### src/rtl/lcd_timing_driver.sv
// RGB LCD timing generator and pixel sink: scan counters, one-cycle-ahead pixel
// requests, registered panel syncs/data-enable and frame-gated display enable.
module lcd_timing_driver #(
  parameter logic [10:0] H_SYNC  = 11'd128,
  parameter logic [10:0] H_BACK  = 11'd88,
  parameter logic [10:0] H_DISP  = 11'd800,
  parameter logic [10:0] H_FRONT = 11'd40,
  parameter logic [10:0] V_SYNC  = 11'd2,
  parameter logic [10:0] V_BACK  = 11'd33,
  parameter logic [10:0] V_DISP  = 11'd480,
  parameter logic [10:0] V_FRONT = 11'd10,
  parameter logic        HS_POL  = 1'b0,
  parameter logic        VS_POL  = 1'b0
) (
  input  logic        lcd_clk,
  input  logic        sys_rst,
  input  logic        disp_en,
  input  logic [15:0] pixel_data,
  output logic [10:0] pixel_xpos,
  output logic [10:0] pixel_ypos,
  output logic        data_req,
  output logic        lcd_hs,
  output logic        lcd_vs,
  output logic        lcd_de,
  output logic [15:0] lcd_rgb,
  output logic        lcd_bl,
  output logic        sof,
  output logic [7:0]  frame_cnt
);

  localparam logic [10:0] H_TOTAL = H_SYNC + H_BACK + H_DISP + H_FRONT;
  localparam logic [10:0] V_TOTAL = V_SYNC + V_BACK + V_DISP + V_FRONT;
  localparam logic [10:0] HA      = H_SYNC + H_BACK;
  localparam logic [10:0] VA      = V_SYNC + V_BACK;
  localparam logic [10:0] H_END   = HA + H_DISP - 11'd1;
  localparam logic [10:0] V_END   = VA + V_DISP - 11'd1;

  logic [10:0] h_cnt;
  logic [10:0] v_cnt;
  logic        frm_en;
  logic        h_last;
  logic        v_last;
  logic        h_act;
  logic        v_act;
  logic        origin;

  // Counter decodes shared by the scan, request and sync logic
  always_comb begin
    h_last = (h_cnt == H_TOTAL - 11'd1);
    v_last = (v_cnt == V_TOTAL - 11'd1);
    h_act  = (h_cnt >= HA) && (h_cnt <= H_END);
    v_act  = (v_cnt >= VA) && (v_cnt <= V_END);
    origin = (h_cnt == 11'd0) && (v_cnt == 11'd0);
  end

  // Horizontal/vertical scan counters
  always_ff @(posedge lcd_clk or posedge sys_rst) begin
    if (sys_rst) begin
      h_cnt <= 11'd0;
      v_cnt <= 11'd0;
    end else begin
      if (h_last) begin
        h_cnt <= 11'd0;
        v_cnt <= v_last ? 11'd0 : v_cnt + 11'd1;
      end else begin
        h_cnt <= h_cnt + 11'd1;
      end
    end
  end

  // Enable only changes on the very last clock of a frame, so frames are never torn
  always_ff @(posedge lcd_clk or posedge sys_rst) begin
    if (sys_rst) begin
      frm_en <= 1'b0;
    end else if (h_last && v_last) begin
      frm_en <= disp_en;
    end
  end

  // Request is issued one clock ahead of display; coordinates are zero outside it
  always_comb begin
    data_req   = h_act && v_act && frm_en;
    pixel_xpos = 11'd0;
    pixel_ypos = 11'd0;
    if (data_req) begin
      pixel_xpos = h_cnt - HA;
      pixel_ypos = v_cnt - VA;
    end
  end

  // Panel syncs and data enable, registered to line up with the returned pixel
  always_ff @(posedge lcd_clk or posedge sys_rst) begin
    if (sys_rst) begin
      lcd_hs <= ~HS_POL;
      lcd_vs <= ~VS_POL;
      lcd_de <= 1'b0;
    end else begin
      lcd_hs <= (h_cnt < H_SYNC) ? HS_POL : ~HS_POL;
      lcd_vs <= (v_cnt < V_SYNC) ? VS_POL : ~VS_POL;
      lcd_de <= data_req;
    end
  end

  // Start-of-frame pulse and free-running frame counter
  always_ff @(posedge lcd_clk or posedge sys_rst) begin
    if (sys_rst) begin
      sof       <= 1'b0;
      frame_cnt <= 8'd0;
    end else begin
      sof <= origin;
      if (origin) begin
        frame_cnt <= frame_cnt + 8'd1;
      end
    end
  end

  assign lcd_rgb = lcd_de ? pixel_data : 16'h0000;
  assign lcd_bl  = frm_en;

endmodule
### config.mk
export PLATFORM = sky130hd
export DESIGN_NAME = lcd_timing_driver
export DESIGN_NICKNAME = d
export VERILOG_FILES = /design/src/rtl/lcd_timing_driver.sv
export SDC_FILE = /design/constraint.sdc
export NUM_CORES = 1
export LEC_CHECK = 0
export CORE_MARGIN = 2
export CORE_UTILIZATION = 46
export DETAILED_ROUTE_END_ITERATION = 6
export GPL_TIMING_DRIVEN = 0
export PLACE_DENSITY = 0.9
export SYNTH_ARGS = -nofsm -noshare
export SYNTH_HDL_FRONTEND = slang
export SYNTH_SLANG_ARGS = --single-unit
export TNS_END_PERCENT = 5
### constraint.sdc
create_clock -name lcd_clk -period 4.3 [get_ports lcd_clk]
set_clock_uncertainty 0.05 [all_clocks]
set_input_delay 0.43 -clock lcd_clk [delete_from_list [all_inputs] [get_ports lcd_clk]]
set_output_delay 0.43 -clock lcd_clk [all_outputs]
set_load 0.005 [all_outputs]
==> out/metrics.sh, run 1 <==
OUTCOME='complete, no violations'
NETLIST_TOP_CELLS_AREA='dfrtp_1, xnor2_1, nor3_1, and2_1, ha_1'
COMBINATIONAL_FAMILY_WITH_THE_MOST_AREA_AFTER_SYNTHESIS='simple AND/OR/NAND/NOR gates'
DRC=0
DRT-VIAS-PER-INSTANCE=5.44
DIE-HEIGHT_UM=75.6
COUNT_OF_UNIQUE_LIBRARY_CELLS_INSTANTIATED_BY_YOSYS=43
WORSTSETUPENDPOINTTYPE='primary output'
MAX_CAP_VIOL_COUNT=0
SYNTH_COMPOUND_GATE_AREA_SHARE=0.0891
GRT_REMAINING_OVERFLOW=0
SYN_AREA_UM2=2360
POSTPLACECELLAREA_UM2=3150
FINAL_CELL_MIX='clkdlybuf4s50_1, dfrtp_1, nor3_1'
MAXSLEWHEADROOM=0.471
FINALWIRELENGTH_UM=6140
FIN_CRIT_NS=3.78
FINAL_CYCLE_SHARE=0.878
SYNTH_TOP_AREA_CELL='dfrtp_1'
PORT_BUFFERS=70
FINAL_COMMON_CELL='clkdlybuf4s50_1'
RSZ_0062_RAISED_AFTER_GLOBAL_ROUTING='false'
MUXSHAREOFSYNTHAREA=0.00637
NETS=375
WORSTPATHMAXFANOUT=10
NUMBER_OF_ANTENNA_VIOLATIONS_AT_THE_FIRST_CHECK_IN_GLOBAL_ROUTING=0
TIMING.FINAL.MAX_SLEW_VIOLATIONS=0
HOLD_CLASS='reg2reg'
COREAREA_UM2=5040
GROWTH_OF_DESIGN_AREA_FROM_SYNTHESIS_TO_FINISH_PCT=38.2
POST_SYNTH_XOR_AREA_FRACTION=0.123
TOTAL_VIA_COUNT_IN_THE_ROUTED_DESIGN=2280
ASYNC_RESET_FF_FRAC=1.00
CTS.SINK_COUNT=35
P_PER_AREA_nW_PER_UM2=202
SYNTH-EDFF-COUNT=0
YS.FLOP_TYPE='dfrtp_1'
CTSROOTBUFFERMASTER='clkbuf_8'
GR-USAGE-ALL-LAYERS=0.218
SYNTHSIMPLEGATEAREAFRAC=0.301
CP-START-KIND='register'
MAX_SLEW.WORST_PIN.SLEW_NS=0.786
CLK_PATH_BUF_DEPTH=2
SYNTH-SEQ-AREA-SHARE=0.372
YOSYS.AREA_SHARE.ADDER=0.0424
DR.FIRST_ITER.DRC_COUNT=131
SYN-INSTANCE-COUNT=271
CTS_RESIZED=0
IO_PINS=71
SYNTHESIS.YOSYS.WARNINGS=0
WORST-SETUP-PATH-TYPE='reg2out'
TNS_NS=0
PATH_CLK_SLEW_NS=0.08
CTS_HOLD_BUFFERS=0
WORST_SKEW_PAIR.LATE_LATENCY_NS=0.30
SYN_AREA_PER_CELL_UM2=8.70
POSTCTSSETUPREPAIRBUFS=0
PLACEMENTROWS=26
DRT-PASS1-ITER-COUNT=4
DIEWIDTH_UM=75.6
DESIGN.DIE.AREA_UM2=5720
INITIAL_UTILIZATION=0.468
CTS.HTREE.LEVELS=2
ANTENNA_VIOLATION_NET_COUNT_AFTER_DETAILED_ROUTING=0
HOLD_VIOLATIONS=0
POST-SYNTH-TOP-AREA-FRACTION=0.350
MAX_FREQ_GHz=0.265
PIN_COUNT_OF_THE_BIGGEST_NET_ENTERING_GLOBAL_ROUTING=36
DRIVE_ABOVE_1_SHARE=0.0802
TRITONCTS.NUM_BUFFERS=5
POSTLAYOUTCELLAREA_UM2=3260
YS_SEQ_ELEMENTS=35
TRITONCTS='done'
VDD_DROP_MAX_mV=0.125
GLOBAL_ROUTE_WIRE_LENGTH_BEFORE_REPAIR_UM=9540
CP_DATA_ARRIVAL_TIME_NS=3.30
WORSTPATHREQUIRED_NS=3.82
DPL.HPWL_UM=4590
SETUP_VIOL=0
ROUTE.DETAILED.WL_PER_INST_UM=14.7
MAPPEDNETLISTNETS=298
PLACE.GP.CONGESTION=0.895
VIAS_IN_THE_FIRST_GLOBAL_ROUTE=2138
N_ANTENNA_CELL=0
LEAKAGEPOWER_nW=1.30
[registers in the layout, summed over array words and instances, names as in the netlist]
name,flops
lcd_hs,1
frame_cnt,8
lcd_bl,1
v_cnt,11
lcd_vs,1
h_cnt,11
sof,1
lcd_de,1
[cell usage after synthesis (2+ instances only)]
cell and number:
nor4_1 2, nand3_1 18, and4_1 3, and3_1 6, ha_1 8, xnor2_1 25
nand2_1 14, nand4_1 10, nor2_1 16, nor3_1 27, o211ai_1 2, a21oi_1 7
o21ai_0 8, a21o_1 2, and2_1 18, a31oi_1 3, clkbuf_1 14, buf_2 7
dfstp_2 2, xor2_1 8, inv_1 15, and3b_1 2, dfrtp_1 33, nand3b_1 2
[layer usage]
layer / up-vias / track usage / share of wire
met5: - / 0 / 0
met4: 0 / 0.0741 / 0.015
met3: 12 / 0.0450 / 0.076
met2: 104 / 0.398 / 0.50
met1: 1075 / 0.253 / 0.40
li1: 1089 / - / -
[where the power goes]
part	internal, mW	total [mW]	switching, mW
clock	0.173	0.306	0.134
combinational	0.0141	0.0222	0.00810
sequential	0.329	0.329	0
total	0.516	0.657	0.142
[worst max-delay path, stage by stage (launching register included)]
cell             delay, ns
dfrtp_1               0.49
ha_1                  0.32
o211ai_1              0.17
a2111oi_0             0.59
o31ai_1               0.30
clkbuf_1              0.31
nor3_1                0.28
clkdlybuf4s50_1       0.54
[through the flow]
stage / hold WS (ns) / setup slack [ns] / utilization / cells / total power [mW]
final: 0.431 / 0.524 / 0.646 / 419 / 0.657
after CTS: 0.439 / 0.631 / 0.646 / 419 / 0.657
after global routing: 0.463 / 0.451 / 0.646 / 419 / 0.673
after global placement: 0.410 / 1.00 / 0.624 / 411 / 0.358
after floorplan: 0.396 / 1.99 / - / 271 / 0.340
after detailed placement: 0.429 / 0.991 / 0.624 / 411 / 0.358
[area by class of cell]
cell class	count	area [µm²]
plain buffers	22	98.8
clock buffers	5	68.8
clock inverters	3	43.8
fillers	419	1780
inverters	15	56.3
multi-input cells	199	1330
flip-flops and latches	35	878
well taps	70	87.6
repair buffers	70	701
[worst paths after layout]
| kind | endpoint | from | cells after the start | slack, ns |
|---|---|---|---|---|
| hold / removal | frame_cnt[7]$_DFFE_PP0P_ | frame_cnt[7]$_DFFE_PP0P_ | 1 | 0.43 |
| min in group asynchronous | frame_cnt[7]$_DFFE_PP0P_ | sys_rst | 2 | 0.53 |
| setup / recovery | pixel_xpos[7] | h_cnt[4]$_DFF_PP0_ | 7 | 0.52 |
| setup reg to reg | lcd_de$_DFF_PP0_ | h_cnt[4]$_DFF_PP0_ | 6 | 1.82 |
| max in group asynchronous | v_cnt[4]$_DFFE_PP0N_ | sys_rst | 2 | 3.21 |
| hold reg to reg | frame_cnt[7]$_DFFE_PP0P_ | frame_cnt[7]$_DFFE_PP0P_ | 1 | 0.43 |
[logic make-up after synthesis]
family          Yosys count
mux                       1
fa+ha+maj                 8
buf+inv                  37
xor+xnor                 33
simple gates            125
compound gates           32
flops                    35
Power figures use the tool's default switching activity.
==> inputs of run 2 (changes only) <==
CAP_MARGIN = 5   (was unset)
CORE_ASPECT_RATIO = 1.75   (was unset)
==> out/metrics.sh, run 2 (synthesis gave the netlist of run 1 again) <==
OUTCOME='complete, no violations'
DRIVE_ABOVE_1_SHARE=0.0800
NUMBER_OF_ANTENNA_VIOLATIONS_AT_THE_FIRST_CHECK_IN_GLOBAL_ROUTING=0
MAXSLEWHEADROOM=0.423
FINALWIRELENGTH_UM=6140
WORST-SETUP-PATH-TYPE='reg2out'
PATH_CLK_SLEW_NS=0.07
GROWTH_OF_DESIGN_AREA_FROM_SYNTHESIS_TO_FINISH_PCT=37.3
PLACEMENTROWS=34
TNS_NS=0
DPL.HPWL_UM=4730
HOLD_VIOLATIONS=0
IO_PINS=71
WORST_SKEW_PAIR.LATE_LATENCY_NS=0.29
DRT-VIAS-PER-INSTANCE=5.69
REG2REGPATHDEPTH=6
FINAL_CYCLE_SHARE=0.848
MAX_SLEW.WORST_PIN.SLEW_NS=0.857
REG.LARGEST.LIST='h_cnt: 11 flops, v_cnt: 11 flops, frame_cnt: 8 flops'
MAX_CAP_VIOL_COUNT=0
CP-START-KIND='register'
LEAKAGEPOWER_nW=1.31
WORSTSETUPENDPOINTTYPE='primary output'
INITIAL_UTILIZATION=0.474
ANTENNA_VIOLATION_NET_COUNT_AFTER_DETAILED_ROUTING=0
WORSTPATHMAXFANOUT=10
MAX_FREQ_GHz=0.274
GRT_REMAINING_OVERFLOW=0
WORST_SETUP_PATH_ENDPOINT='pixel_xpos[9]'
HOLD_CLASS='reg2reg'
DRC=0
PORT_BUFFERS=70
PLACE.GP.CONGESTION=0.898
SETUP_VIOL=0
VIAS_IN_THE_FIRST_GLOBAL_ROUTE=2210
COREAREA_UM2=4980
TRITONCTS='done'
FINAL_CELLS=404
ROUTE.DETAILED.WL_PER_INST_UM=15.2
DIE-HEIGHT_UM=98.7
FINAL_COMMON_CELL='clkdlybuf4s50_1'
WORSTREG2REGSTART='v_cnt[5]$_DFFE_PP0N_'
PIN_COUNT_OF_THE_BIGGEST_NET_ENTERING_GLOBAL_ROUTING=23
R2R_END='lcd_de$_DFF_PP0_'
CLK_PATH_BUF_DEPTH=2
GLOBAL_ROUTE_WIRE_LENGTH_BEFORE_REPAIR_UM=10100
VDD_DROP_MAX_mV=0.173
N_ANTENNA_CELL=0
GR-USAGE-ALL-LAYERS=0.228
TOTAL_VIA_COUNT_IN_THE_ROUTED_DESIGN=2299
CTS_HOLD_BUFFERS=0
P_PER_AREA_nW_PER_UM2=182
CTS.SINK_COUNT=35
NETS=376
DRT-PASS1-ITER-COUNT=4
DESIGN.DIE.AREA_UM2=5740
RRSETUPSLACK_NS=1.92
POSTCTSSETUPREPAIRBUFS=0
WORSTPATHREQUIRED_NS=3.82
CTS_RESIZED=0
DIEWIDTH_UM=58.1
CTSROOTBUFFERMASTER='clkbuf_8'
PLACED_CELLS=396
FIN_CRIT_NS=3.64
SETUP.WORST_PATH.START='v_cnt[5]$_DFFE_PP0N_'
DR.FIRST_ITER.DRC_COUNT=62
MIN_FROM='frame_cnt[7]$_DFFE_PP0P_'
FINAL_CELL_MIX='clkdlybuf4s50_1, dfrtp_1, nor3_1'
TRITONCTS.NUM_BUFFERS=5
CP_DATA_ARRIVAL_TIME_NS=3.16
CTS.HTREE.LEVELS=2
RSZ_0062_RAISED_AFTER_GLOBAL_ROUTING='false'
TIMING.FINAL.MAX_SLEW_VIOLATIONS=0
run 2: layout make-up:
| class | count | area (µm²) |
|---|---|---|
| Inverter | 15 | 56.3 |
| Fill cell | 421 | 1740 |
| Tap cell | 54 | 67.6 |
| Multi-Input combinational cell | 199 | 1330 |
| Timing Repair Buffer | 71 | 728 |
| Sequential cell | 35 | 878 |
| Clock buffer | 5 | 68.8 |
| Clock inverter | 3 | 15.0 |
| Buffer | 22 | 98.8 |
run 2: worst min path at each step:
stage	to	depth (start not counted)
after floorplan	h_cnt[0]$_DFF_PP0_	1
after global placement	frame_cnt[7]$_DFFE_PP0P_	1
after detailed placement	frame_cnt[7]$_DFFE_PP0P_	1
after CTS	frame_cnt[7]$_DFFE_PP0P_	1
after global routing	frame_cnt[7]$_DFFE_PP0P_	1
final	frame_cnt[7]$_DFFE_PP0P_	1
run 2: routing by layer:
layer | track usage | wire (µm) | vias to the layer above
met1 | 0.239 | 2240 | 1084
met5 | 0 | 0 | -
li1 | - | - | 1090
met3 | 0.0459 | 372 | 21
met2 | 0.402 | 3250 | 104
met4 | 0.143 | 267 | 0
run 2: report_power, final:
part | switching (mW) | total [mW] | internal (mW)
clock | 0.125 | 0.236 | 0.111
sequential | 0 | 0.329 | 0.329
combinational | 0.00863 | 0.0252 | 0.0166
total | 0.133 | 0.590 | 0.457
run 2: per-stage QoR:
| stage | setup WS [ns] | power, mW | cell area (µm²) | hold WS, ns | utilization |
|---|---|---|---|---|---|
| global route | 0.496 | 0.604 | 3240 | 0.449 | 0.651 |
| detailed placement | 1.06 | 0.361 | 3150 | 0.417 | 0.634 |
| finish | 0.656 | 0.590 | 3240 | 0.422 | 0.651 |
| CTS | 0.739 | 0.593 | 3240 | 0.427 | 0.651 |
| global placement | 0.998 | 0.358 | 3130 | 0.412 | 0.628 |
| floorplan | 1.99 | 0.340 | 2360 | 0.396 | - |
run 2: worst max-delay path: stages (launching register included):
cell and delay [ns]:
dfrtp_1 0.36, buf_2 0.18, nor4_1 0.77, o211ai_1 0.22
a32o_1 0.31, buf_2 0.21, nor3_1 0.28, clkdlybuf4s50_1 0.55
